<file path="src/rtl/alu_seq_pkg.sv">
// Shared definitions for the ALU op sequencer: default widths and FSM state encoding.
package alu_seq_pkg;

   localparam int unsigned DATA_W = 32;
   localparam int unsigned OP_W   = 3;
   localparam int unsigned N_OPS  = 8;

   typedef enum logic [2:0] {
      S_IDLE    = 3'd0,
      S_LOAD    = 3'd1,
      S_ISSUE   = 3'd2,
      S_CAPTURE = 3'd3,
      S_DONE    = 3'd4
   } seq_state_t;

endpackage

</file>
<file path="src/rtl/seq_result_bank.sv">
// Result bank for the ALU op sequencer: N_OPS result words plus per-op carry/zero
// flags, single write port, async clear, combinational read.
module seq_result_bank
   import alu_seq_pkg::*;
#(
   parameter int unsigned DATA_W = alu_seq_pkg::DATA_W,
   parameter int unsigned OP_W   = alu_seq_pkg::OP_W,
   parameter int unsigned N_OPS  = alu_seq_pkg::N_OPS
) (
   input  logic              clk,
   input  logic              RSTN,
   input  logic              we,
   input  logic [OP_W-1:0]   wr_idx,
   input  logic [DATA_W-1:0] wr_data,
   input  logic              wr_co,
   input  logic              wr_zero,
   input  logic [OP_W-1:0]   rd_sel,
   output logic [DATA_W-1:0] rd_data,
   output logic [N_OPS-1:0]  co_flags,
   output logic [N_OPS-1:0]  zero_flags
);

   logic [DATA_W-1:0] mem [N_OPS];

   always_ff @(posedge clk or negedge RSTN) begin
      if (!RSTN) begin
         for (int unsigned i = 0; i < N_OPS; i++) mem[i] <= '0;
         co_flags   <= '0;
         zero_flags <= '0;
      end else if (we) begin
         mem[wr_idx]        <= wr_data;
         co_flags[wr_idx]   <= wr_co;
         zero_flags[wr_idx] <= wr_zero;
      end
   end

   // Widened compare so the range check still works when N_OPS == 2**OP_W.
   always_comb begin
      rd_data = '0;
      if ({1'b0, rd_sel} < (OP_W+1)'(N_OPS)) rd_data = mem[rd_sel];
   end

endmodule

</file>
<file path="src/rtl/alu_op_sequencer.sv">
// Sweeps the shared ALU through op codes 0..N_OPS-1 on a snapshot of A/B and banks results.
// Optional macro SEQ_SINGLE_STEP_EN adds a 'step' input gating each ISSUE -> CAPTURE move.
module alu_op_sequencer
   import alu_seq_pkg::*;
#(
   parameter int unsigned DATA_W = alu_seq_pkg::DATA_W,
   parameter int unsigned OP_W   = alu_seq_pkg::OP_W,
   parameter int unsigned N_OPS  = alu_seq_pkg::N_OPS
) (
   input  logic              clk,
   input  logic              RSTN,
   input  logic              start,
   input  logic              abort,
`ifdef SEQ_SINGLE_STEP_EN
   input  logic              step,
`endif
   input  logic [DATA_W-1:0] A_in,
   input  logic [DATA_W-1:0] B_in,
   input  logic [DATA_W-1:0] alu_res,
   input  logic              alu_co,
   input  logic              alu_zero,
   output logic [DATA_W-1:0] alu_A,
   output logic [DATA_W-1:0] alu_B,
   output logic [OP_W-1:0]   ALU_Ctr,
   output logic              busy,
   output logic              done,
   input  logic [OP_W-1:0]   res_sel,
   output logic [DATA_W-1:0] res_out,
   output logic [N_OPS-1:0]  co_flags,
   output logic [N_OPS-1:0]  zero_flags
);

   localparam logic [OP_W-1:0] LAST_OP = OP_W'(N_OPS - 1);

   seq_state_t      state, state_nxt;
   logic [OP_W-1:0] op;
   logic            issue_go;

`ifdef SEQ_SINGLE_STEP_EN
   assign issue_go = step;
`else
   assign issue_go = 1'b1;
`endif

   // State register plus the datapath registers that move with it.
   always_ff @(posedge clk or negedge RSTN) begin
      if (!RSTN) begin
         state   <= S_IDLE;
         op      <= '0;
         alu_A   <= '0;
         alu_B   <= '0;
         ALU_Ctr <= '0;
      end else begin
         state <= state_nxt;
         if (abort) begin
            op <= '0;
         end else begin
            case (state)
               S_LOAD: begin
                  alu_A   <= A_in;
                  alu_B   <= B_in;
                  op      <= '0;
                  ALU_Ctr <= '0;
               end
               // ALU_Ctr is loaded alongside op so it is already valid on entry to ISSUE.
               S_CAPTURE: begin
                  if (op != LAST_OP) begin
                     op      <= op + 1'b1;
                     ALU_Ctr <= op + 1'b1;
                  end
               end
               default: ;
            endcase
         end
      end
   end

   always_comb begin
      state_nxt = state;
      if (abort) begin
         state_nxt = S_IDLE;
      end else begin
         case (state)
            S_IDLE:    if (start) state_nxt = S_LOAD;
            S_LOAD:    state_nxt = S_ISSUE;
            S_ISSUE:   if (issue_go) state_nxt = S_CAPTURE;
            S_CAPTURE: state_nxt = (op == LAST_OP) ? S_DONE : S_ISSUE;
            S_DONE:    state_nxt = S_IDLE;
            default:   state_nxt = S_IDLE;
         endcase
      end
   end

   always_comb begin
      busy = 1'b0;
      done = 1'b0;
      case (state)
         S_LOAD, S_ISSUE, S_CAPTURE: busy = 1'b1;
         S_DONE:                     done = 1'b1;
         default: ;
      endcase
   end

   // A capture cycle always commits, even when abort is raised in it.
   seq_result_bank #(
      .DATA_W (DATA_W),
      .OP_W   (OP_W),
      .N_OPS  (N_OPS)
   ) u_bank (
      .clk        (clk),
      .RSTN       (RSTN),
      .we         (state == S_CAPTURE),
      .wr_idx     (op),
      .wr_data    (alu_res),
      .wr_co      (alu_co),
      .wr_zero    (alu_zero),
      .rd_sel     (res_sel),
      .rd_data    (res_out),
      .co_flags   (co_flags),
      .zero_flags (zero_flags)
   );

endmodule

</file>
<file path="config.mk">
export PLATFORM = sky130hd
export DESIGN_NAME = alu_op_sequencer
export DESIGN_NICKNAME = d
export VERILOG_FILES = /design/src/rtl/alu_seq_pkg.sv /design/src/rtl/seq_result_bank.sv /design/src/rtl/alu_op_sequencer.sv
export SDC_FILE = /design/constraint.sdc
export NUM_CORES = 1
export LEC_CHECK = 0
export BUFFER_PORTS_ARGS = -buffer_cell sky130_fd_sc_hd__buf_2
export CELL_PAD_IN_SITES_DETAIL_PLACEMENT = 2
export CELL_PAD_IN_SITES_GLOBAL_PLACEMENT = 2
export CORE_MARGIN = 8
export CORE_UTILIZATION = 42
export DETAILED_ROUTE_END_ITERATION = 6
export PLACE_DENSITY_LB_ADDON = 0.1
export SYNTH_ARGS = -nofsm -noshare
export SYNTH_HDL_FRONTEND = slang
export SYNTH_SLANG_ARGS = --single-unit
</file>
<file path="constraint.sdc">
create_clock -name clk -period 2.7 [get_ports clk]
set_input_delay 0.54 -clock clk [delete_from_list [all_inputs] [get_ports clk]]
set_output_delay 0.54 -clock clk [all_outputs]
set_load 0.01 [all_outputs]
</file>
Word-level counts from Yosys, hierarchy flattened
Cells that the tools add are included.
Widths: inputs -> output; s select.
- flip-flop bits (word level): 345
- bits of input ports: 105
- word-level logic and storage cells: 61
- add/sub/neg operators: 1
- magnitude comparators: 5
- equal/unequal tests: 9
- muxes and demuxes: 19
- bitwise gates (word level): 3
- reduce and logical (&&, ||, !) cells: 9
- operators with widths (operator ; count):
    $bwmux 256 ; 1
    $bmux 32 s3 ; 1
    $demux 32 s3 ; 1
    $mux 32 ; 3
    $bwmux 8 ; 2
    $mux 3 ; 5
    $pmux 3 s4 ; 1
    $ne 3x3->1 const B ; 3
    $ge 4x4->1 const B ; 2
    $not 3->4 ; 2
    $eq 3x2->1 const B ; 2
    $eq 3x3->1 const B ; 2
    $pmux 3 s2 ; 1
    $lt 3x4->1 const B ; 1
    $lt 4x1->1 const B ; 1
    $reduce_and 2->1 ; 2
    $add 3x1->3 const B ; 1
    $demux 1 s3 ; 1
    $eq 3x1->1 const B ; 1
    $ge 3x1->1 const B ; 1
    $logic_not 3->1 ; 1
    $mux 1 ; 3
    $reduce_and 3->1 ; 1
    $reduce_bool 3->1 ; 1
    other kinds (5) ; 6

Logic depth before layout (Yosys ltp)
Gate-level depths: netlist of run 1.
- word-level depth: 6
- mapped depth: 6

Cells and area by module
Synthesis of run 1 repeated with hierarchy kept, for this count alone.
- cells, all modules: 874
- area total of the unflattened synthesis: 15260.9 um^2
- by module, submodules not included (module ; instances ; cells an instance ; area an instance (um^2) ; sequential area each (um^2)):
    seq_result_bank ; 1 ; 697 ; 12393.1 ; 6806.5
    alu_op_sequencer ; 1 ; 177 ; 2867.8 ; 1826.8

Least setup slack after synthesis of run 1
Ideal clock, no wire load.
- path type: in2out
- start point: in res_sel[0]
- end point: out res_out[0]
- arrival time: 1.863 ns
- data required time: 2.160 ns
- slack: 0.297 ns
- stages on the path: 4
- buffers on the path: 2
- cell sequence: buf_2 > buf_2 > mux4_2 > mux2_2
- longest elaborated chain between the ends: 4
- ends and longest elaborated chain (what ; line ; source):
    start, declared ; alu_op_sequencer.sv:27 ; input logic [OP_W-1:0] res_sel,
    $not 3->4 (not written as such) ; seq_result_bank.sv:40 ; if ({1'b0, rd_sel} < (OP_W+1)'(N_OPS)) rd_data = mem[rd_sel];
    $bmux 32 s3 ; seq_result_bank.sv:40 ;
    $mux 32 (not written as such) (2 in a row) ; seq_result_bank.sv:40 ;
    end, declared ; alu_op_sequencer.sv:28 ; output logic [DATA_W-1:0] res_out,
No other way between the ends. The select of a mux whose other input is x is not followed.

Final worst setup path of run 1
- start point: in res_sel[0]
- end point: out res_out[9]
The elaborated chain is that of the path after synthesis.

==> impl_metrics.json, run 1 <==
{
  "post-route-min-period_ns": 2.47,
  "die_x_um": 205,
  "cp_data_arrival_time_ns": 1.93,
  "comb_power_share_pct": 13.8,
  "ctsResizeCount": 0,
  "min_period_over_period_pct": 91.6,
  "hold_start": "abort",
  "relSlewSlack_pct": 63.2,
  "core_area_mm2": 0.0354,
  "cap_violations": 0,
  "clock_latency_ns": 0.53,
  "clkTransAtPathRegs_ns": 0.06,
  "post_drt_wl_per_cell_um": 24.7,
  "synth_top_flop_cell": "dfrtp_1",
  "power_frac_clock_pct": 41.6,
  "clock_path_buffers": 3,
  "crit_path_end_kind": "output pin",
  "p_sw_mw": 3.34,
  "routed-via-count": 8617,
  "nNetsFinal": 1223,
  "status": "finished, final reports clean",
  "synth-edff-count": 0,
  "dr.first_iter.drc_count": 311,
  "fin_hold_ws_ns": 0.236,
  "drc_errors": 0,
  "synth_fp_nets": 980,
  "peakVddDrop_mv": 0.552,
  "synthToLayoutAreaGrowth_pct": 21.3,
  "overflow": 0,
  "path_max_fanout": 10,
  "dr.pass1.iters": 4,
  "start_util_pct": 42.4,
  "postSynthCellCount": 873,
  "die_h_um": 205,
  "crit_path_start_kind": "input port",
  "path_class": "input port to output pin",
  "row_count": 69,
  "p_seq_share_pct": 44.6,
  "slowest_delay_ns": 0.53,
  "seq_area_frac_synth_pct": 57.5,
  "drive_above_1_share_pct": 66.6,
  "synth.avg_cell_area_um2": 17.2,
  "port-buffer-count": 221,
  "grt_max_degree": 66,
  "rrSetupSlack_ns": 0.49,
  "worstMarginPinSlew_ns": 0.552,
  "wl_mm": 39.8,
  "leakage_nw": 8.58,
  "cts_tree": "built",
  "p_int_mw": 10.2,
  "synth_cell_type_count": 33,
  "vias_per_cell": 5.35,
  "synthArstFlopShare_pct": 100,
  "final_cell_mix": "dfrtp_1 (345), mux2_2 (335), buf_2 (219), mux4_2 (64), clkbuf_16 (41)",
  "grt_util_all_layers_pct": 19.5,
  "numCtsBuffers": 40,
  "mostFrequentLayoutCell": "dfrtp_1",
  "grt_pass1_wl_mm": 63.8,
  "hpwl_mm": 25.9,
  "yosys_register_bits": 345,
  "yosys_warnings": 0,
  "grt_antenna_before_repair": 3,
  "rsz0062_at_grt": "false",
  "holdPathStages": 2,
  "r2r-start": "state[2]",
  "fin_tns_setup_ns": 0,
  "cts_num_sinks": 345,
  "fmax_ghz": 0.404,
  "dieArea_mm2": 0.0420,
  "slew_violations": 0,
  "ioPinCount": 222,
  "r2r-end": "u_bank.co_flags[6]",
  "r2r_cells": 5,
  "hold_class": "input port to flop",
  "root_buffer": "clkbuf_16",
  "swShare_pct": 24.7,
  "setup_viol": 0,
  "fill_cells": 3229,
  "holdPathEnd": "op[0]",
  "ant_nets": 0,
  "path_cells": "buf_4 > buf_4 > mux4_2 > mux2_2 > buf_2",
  "cp_common_cell": "buf_4",
  "htreeDepth": 2,
  "hold_viol_final": 0,
  "critPathRequiredTime_ns": 2.16,
  "gp_congestion": 0.697,
  "first_global_vias": 10500,
  "synth_area_mm2": 0.0150,
  "p_per_area_mw_per_mm2": 744,
  "cp_slowest_cell": "mux4_2",
  "skew_ns": 0.00907
}
[logic make-up after synthesis]
group / Yosys count / synth area share [%]
adders and majority gates: 2 / 0.167
AOI/OAI and AO/OA: 9 / 0.458
DFF: 345 / 57.5
buffers and inverters: 57 / 2.37
and+or+nand+nor: 27 / 1.47
muxes: 433 / 38.0
[registers in the layout (all words and copies together) (netlist names)]
register / count
u_bank.mem: 256
alu_A: 32
alu_B: 32
u_bank.co_flags: 8
u_bank.zero_flags: 8
ALU_Ctr: 3
op: 3
state: 3
[worst max path at each step]
stage | cells past startpoint | slack (ns) | from | to
2_1_floorplan | 4 | 0.30 | res_sel[0] | res_out[0]
3_3_place_gp | 5 | 0.22 | res_sel[0] | res_out[12]
3_5_place_dp | 5 | 0.22 | res_sel[0] | res_out[18]
4_1_cts | 5 | 0.21 | res_sel[0] | res_out[9]
5_1_grt | 5 | 0.15 | res_sel[0] | res_out[9]
6_report | 5 | 0.23 | res_sel[0] | res_out[9]
[layout make-up]
class                           instances  area (um^2)  area share (%)
Antenna cell                            3         7.51          0.0412
Clock buffer                           57         1190            6.51
Clock inverter                         16          203            1.11
Inverter                                1         3.75          0.0206
Multi-Input combinational cell        471         6040            33.2
Sequential cell                       345         8630            47.4
Tap cell                              461          577            3.17
Timing Repair Buffer                  257         1550            8.53
[synthesized netlist by cell type (all sizes together), types with 2 or more instances]
cell,number,area share (%)
nor2,7,0.19
o21ai,2,0.067
mux4,64,9.6
mux2,369,28
a31oi,3,0.13
buf,44,2.0
nor3b,2,0.21
clkbuf,12,0.30
nand3b,2,0.27
ha,2,0.17
nand2,5,0.14
nand2b,2,0.083
dfrtp,345,58
a32o,4,0.27
[through the flow]
step           utilization, %  setup WS (ns)  area, um^2  total power [mW]  instances
2_1_floorplan               -          0.297       15000              7.10        873
3_3_place_gp             47.5          0.222       16800              7.93       1534
3_5_place_dp             47.5          0.217       16800              8.03       1534
4_1_cts                  51.4          0.212       18200              13.8       1608
5_1_grt                  51.4          0.155       18200              14.2       1609
6_report                 51.4          0.228       18200              13.5       1611
[what timing repair did]
item / 4_1_cts / 5_1_grt
hold endpoints to repair: 57 / 0
hold buffers: 1 / 0
buffers inserted: 0 / 0
[power by group through the flow]
stage / registers, mW / logic [mW] / clock network, mW
3_3_place_gp: 6.09 / 1.85 / 0
4_1_cts: 6.05 / 1.92 / 5.81
2_1_floorplan: 6.20 / 0.899 / 0
5_1_grt: 6.11 / 2.05 / 6.01
3_5_place_dp: 6.12 / 1.91 / 0
6_report: 6.04 / 1.87 / 5.63
[metal layers]
| metal | GRT usage (%) | vias to the layer above | part of all wire (%) |
|---|---|---|---|
| met5 | 0.713 | - | 0 |
| met4 | 4.93 | 0 | 2.1 |
| met3 | 6.94 | 65 | 7.9 |
| met2 | 31.9 | 213 | 48 |
| met1 | 24.5 | 4611 | 42 |
| li1 | - | 3728 | - |
[critical path, delay by kind of cell]
family	cells	cell delay [ns]
buffers and inverters	3	0.57
muxes	2	0.81
(Power assumes the default switching activity.)
==> run 2, diff against run 1 <==
Settings changed: BUFFER_PORTS_ARGS -buffer_cell sky130_fd_sc_hd__buf_2 to unset, CORE_UTILIZATION 42 to 46, DONT_BUFFER_PORTS set to 1.
==> run 2 against run 1 <==
  * Cell count down 17%
  * Sequential cell count unchanged
  * Worst setup slack better by 0.19 ns
  * Design area down 8.3%
  * Non-clock buffer count down 243
  * The run now ends with negative hold slack left
  * Maximum frequency up 8.5%
  * Largest power group unchanged
  * Register-to-register slack about the same
  * Power down 7.8%
  * Critical path type is now flop to output pin
  * Die area down 8.0%
  * Global-route usage down 0.18 points
  * Via count down 10%
  * Largest cell class unchanged
  * Hold slack worse by 0.52 ns
==> impl_metrics.json, run 2 (synthesized netlist as in run 1, its figures left out) <==
{
  "clock_latency_ns": 0.52,
  "fill_cells": 2823,
  "post-route-min-period_ns": 2.28,
  "ioPinCount": 222,
  "fmax_ghz": 0.439,
  "vias_per_cell": 5.75,
  "r2r-end": "u_bank.co_flags[6]",
  "port-buffer-count": 0,
  "violations": "negative hold slack",
  "rrSetupSlack_ns": 0.48,
  "cap_violations": 0,
  "swShare_pct": 23.5,
  "start_util_pct": 46.4,
  "gp_congestion": 0.691,
  "reg_top3": "u_bank.mem (256), alu_A (32), alu_B (32)",
  "top_register": "u_bank.mem",
  "comb_power_share_pct": 7.9,
  "post_drt_wl_per_cell_um": 27.6,
  "crit_path_end_kind": "output pin",
  "ctsResizeCount": 0,
  "fin_hold_ws_ns": -0.280,
  "place_area_mm2": 0.0154,
  "finalInstanceArea_mm2": 0.0167,
  "dieArea_mm2": 0.0387,
  "grt_antenna_before_repair": 1,
  "postCtsSetupBuffers": 0,
  "hpwl_mm": 22.8,
  "crit_path_start_kind": "flop",
  "cts_tree": "built",
  "ant_nets": 0,
  "cp_data_arrival_time_ns": 1.74,
  "p_sw_mw": 2.94,
  "path_max_fanout": 2,
  "hold_viol_final": 345,
  "synthToLayoutAreaGrowth_pct": 11.2,
  "grt_util_all_layers_pct": 19.4,
  "clkTransAtPathRegs_ns": 0.06,
  "setup_viol": 0,
  "p_per_area_mw_per_mm2": 748,
  "r2r-start": "state[0]",
  "cts_num_sinks": 345,
  "dr.first_iter.drc_count": 280,
  "r2r_cells": 5,
  "skew_ns": 0.0127,
  "path_class": "flop to output pin",
  "routed-via-count": 7722,
  "mostFrequentLayoutCell": "dfrtp_1",
  "min_period_over_period_pct": 84.4,
  "grt_max_degree": 346,
  "die_x_um": 197,
  "rsz0062_at_grt": "false",
  "worstMarginPinSlew_ns": 1.24,
  "overflow": 0,
  "final_cell_mix": "dfrtp_1 (345), mux2_2 (335), mux4_2 (64), clkbuf_16 (39), mux2_4 (30)",
  "largest_reg_flops": 256,
  "critPathRequiredTime_ns": 2.16,
  "hold_class": "input port to asynchronous set/reset pin",
  "status": "complete, but fails checks",
  "core_area_mm2": 0.0324,
  "wl_mm": 37.1,
  "relSlewSlack_pct": 17.1,
  "leakage_nw": 7.45,
  "slew_violations": 0,
  "root_buffer": "clkbuf_16",
  "nNetsFinal": 979,
  "first_global_vias": 9525,
  "drc_errors": 0,
  "power_frac_clock_pct": 41.7,
  "die_h_um": 197,
  "p_seq_share_pct": 50.4,
  "dr.pass1.iters": 4,
  "grt_pass1_wl_mm": 58.1,
  "peakVddDrop_mv": 0.542,
  "htreeDepth": 2,
  "drive_above_1_share_pct": 57.2,
  "p_int_mw": 9.54,
  "row_count": 66,
  "fin_tns_setup_ns": 0,
  "numCtsBuffers": 39,
  "clock_path_buffers": 3
}
run 2: changes by cell type in the layout (fill, tap and decap cells not counted), sizes merged:
cell         previous run  this run
diode                   3         1
dlygate4sd3             1         0
inv                     3         2
clkinv                 10         7
buf                   256        14
clkinvlp                0         1
clkbuf                 57        58
bufinv                  4         2
run 2: worst max-delay path by stage:
| stage | from | endpoint | cells after the start |
|---|---|---|---|
| after detailed placement | state[0] | u_bank.co_flags[6] | 5 |
| after global routing | state[0] | u_bank.co_flags[6] | 5 |
| after global placement | state[1] | u_bank.zero_flags[1] | 4 |
| final | u_bank.mem[68] | res_out[4] | 2 |
| after floorplan | res_sel[0] | res_out[0] | 4 |
| after CTS | u_bank.mem[31] | res_out[31] | 2 |
run 2: cell type report:
class                   instances  area, um^2  area share, %
diodes                          1        2.50         0.0150
clock buffers                  58        1150           6.88
clock inverters                11         111          0.667
inverters                       1        3.75         0.0225
multi-input cells             471        6040           36.2
flip-flops and latches        345        8630           51.7
well taps                     442         553           3.31
repair buffers                 14         193           1.15
run 2: per-layer routing:
| layer | wire, um | share of wire [%] | global-route usage, % |
|---|---|---|---|
| met1 | 14600 | 39 | 23.0 |
| met2 | 18500 | 50 | 32.9 |
| met3 | 2970 | 8.0 | 6.98 |
| met4 | 1040 | 2.8 | 5.57 |
| met5 | 0 | 0 | 0 |
run 2: power by group through the flow:
| stage | Clock, mW | Sequential (mW) | Combinational, mW |
|---|---|---|---|
| 4_1_cts | 5.36 | 6.31 | 1.01 |
| 6_report | 5.20 | 6.29 | 0.988 |
| 3_5_place_dp | 0 | 6.38 | 1.00 |
| 5_1_grt | 5.51 | 6.37 | 1.06 |
| 3_3_place_gp | 0 | 6.33 | 0.923 |
| 2_1_floorplan | 0 | 6.20 | 0.899 |
run 2: through the flow:
step | setup WS, ns | hold WS, ns | utilization (%) | total power, mW | instances
3_5_place_dp | 0.491 | 0.260 | 47.7 | 7.38 | 1273
5_1_grt | 0.316 | -0.303 | 51.5 | 12.9 | 1342
6_report | 0.421 | -0.280 | 51.6 | 12.5 | 1343
3_3_place_gp | 0.598 | 0.259 | 47.7 | 7.26 | 1273
4_1_cts | 0.389 | -0.290 | 51.5 | 12.7 | 1342
2_1_floorplan | 0.297 | 0.244 | - | 7.10 | 873
run 2: worst max-delay path, stage by stage (launching register included):
cell and delay, ns:
dfrtp_1 0.38, mux4_2 0.52, mux2_2 0.33
==> run 3, diff against run 2 <==
Settings changed: CORE_UTILIZATION 46 to 42.
Clock period 2.7 ns to 2 ns, I/O delays scaled along.
==> run 3 against run 2 <==
  * The run ends with negative hold slack, negative setup slack left
  * Core utilization fell by 2.5 points
  * Clock skew up 0.0047 ns
  * Combinational power grew 46%
  * Routed wire length is 5.4% higher
  * Global-route usage decreased by 0.78 points
  * Sequential cell count unchanged
  * Register-to-register slack got worse by 0.36 ns
  * Sequential power grew 35%
==> impl_metrics.json, run 3 (synthesized netlist as in run 1, its figures left out) <==
{
  "slowest_delay_ns": 0.49,
  "cp_num_buf_inv": 0,
  "final_cell_mix": "dfrtp_1 (345), mux2_2 (303), mux4_2 (64), mux2_4 (62), buf_4 (43)",
  "cp_slowest_cell": "mux4_2",
  "synthToLayoutAreaGrowth_pct": 15.7,
  "hpwl_mm": 23.7,
  "fin_hold_ws_ns": -0.427,
  "gp_congestion": 0.725,
  "crit_path_start_kind": "flop",
  "die_x_um": 205,
  "skew_ns": 0.0174,
  "relSlewSlack_pct": 45.0,
  "status": "complete, but fails checks",
  "grt_util_all_layers_pct": 18.6,
  "largest_reg_flops": 256,
  "dr.first_iter.drc_count": 208,
  "worstMarginPinSlew_ns": 0.825,
  "dieArea_mm2": 0.0420,
  "path_class": "flop to output pin",
  "clock_path_buffers": 3,
  "ioPinCount": 222,
  "cts_num_sinks": 345,
  "cpLargestDelayFamily": "multiplexers",
  "p_per_area_mw_per_mm2": 972,
  "fin_util_pct": 49.1,
  "violations": "negative hold slack, negative setup slack",
  "row_count": 69,
  "drive_above_1_share_pct": 57.8,
  "cap_violations": 0,
  "start_util_pct": 42.4,
  "worst_slack_ns": -0.112,
  "overflow": 0,
  "fill_cells": 3192,
  "nNetsFinal": 1039,
  "core_area_mm2": 0.0354,
  "register_area_mm2": 0.00863,
  "port-buffer-count": 0,
  "ant_nets": 0,
  "fmax_ghz": 0.474,
  "htreeDepth": 2,
  "fin_tns_setup_ns": -2.71,
  "grt_max_degree": 346,
  "path_max_fanout": 2,
  "drc_errors": 0,
  "top_register": "u_bank.mem",
  "placed_cells": 1305,
  "finalNonFillerCells": 1418,
  "routed-via-count": 7935,
  "post_drt_wl_per_cell_um": 27.6,
  "root_buffer": "clkbuf_16",
  "vias_per_cell": 5.60,
  "dr.pass1.iters": 4,
  "slew_violations": 0,
  "min_period_over_period_pct": 106,
  "clkTransAtPathRegs_ns": 0.06,
  "hold_class": "input port to asynchronous set/reset pin",
  "rsz0062_at_grt": "true",
  "mostFrequentLayoutCell": "dfrtp_1",
  "peakVddDrop_mv": 0.744,
  "die_h_um": 205,
  "post-route-min-period_ns": 2.11,
  "cts_tree": "built",
  "numCtsBuffers": 40,
  "critPathRequiredTime_ns": 1.60,
  "crit_path_end_kind": "output pin",
  "clock_latency_ns": 0.53,
  "grt_pass1_wl_mm": 60.2,
  "grt_antenna_before_repair": 1,
  "reg_top3": "u_bank.mem (256), alu_A (32), alu_B (32)",
  "wl_mm": 39.1,
  "hold_viol_final": 345,
  "setup_viol": 32,
  "first_global_vias": 9486,
  "cp_data_arrival_time_ns": 1.71,
  "path_cells": "mux4_2 > mux2_4",
  "dpl_worst_slack_ns": 0.113,
  "multi_input_area_mm2": 0.00617,
  "leakage_nw": 7.85
}
[run 3: cell count changes in the layout (fill, tap and decap cells not counted), sizes merged]
| cell | previous run | this run |
|---|---|---|
| buf | 14 | 54 |
| clkinv | 7 | 4 |
| dlygate4sd3 | 0 | 19 |
| bufinv | 2 | 1 |
| inv | 2 | 3 |
[run 3: layer usage]
layer | GRT usage (%) | vias up | wire length (um)
li1 | - | 3359 | -
met1 | 23.0 | 4332 | 15900
met2 | 31.7 | 203 | 19800
met3 | 6.17 | 41 | 2940
met4 | 3.29 | 0 | 465
met5 | 0 | - | 0
[run 3: path summary, 6_finish.rpt]
check	from	endpoint	slack, ns	cells past startpoint
min in group clk	alu_res[6]	u_bank.mem[102]	0.02	1
min	RSTN	u_bank.mem[154]	-0.43	0
max reg2reg	op[0]	ALU_Ctr[0]	0.12	5
max in group asynchronous	RSTN	alu_B[0]	1.74	0
min reg2reg	u_bank.mem[145]	u_bank.mem[145]	0.48	1
max	u_bank.mem[73]	res_out[9]	-0.11	2
[run 3: per-stage QoR]
step | instance area (um^2) | power [mW]
4_1_cts | 17200 | 17.1
3_5_place_dp | 15600 | 9.98
3_3_place_gp | 15600 | 9.82
2_1_floorplan | 15100 | 9.60
6_report | 17400 | 16.9
5_1_grt | 17400 | 17.6
[run 3: layout make-up]
type	count	area share (%)
diodes	1	0.0144
clock buffers	58	6.74
clock inverters	8	0.454
inverters	1	0.0216
multi-input cells	471	35.5
flip-flops and latches	345	49.7
well taps	461	3.32
repair buffers	73	4.22
[run 3: worst reg2reg max path, cell delays in order (launching register included)]
cell     delay, ns
dfrtp_1       0.43
ha_1          0.22
ha_1          0.21
nand2_1       0.10
or3b_2        0.51
mux2_2        0.29
[run 3: timing repair]
item                                    CTS  global route
pin swaps                                 0             0
hold endpoints to repair                364           354
hold buffers                             13             6
gates resized for setup                  33             0
cloned                                    0             0
endpoints found under the setup margin   33            32
setup buffers                            14            13
[run 3: where the power goes]
group          internal, mW  total, mW  switching (mW)
registers              7.76       8.50           0.738
logic                  1.00       1.44           0.440
clock network          4.17       6.95            2.78
total                  12.9       16.9            3.96
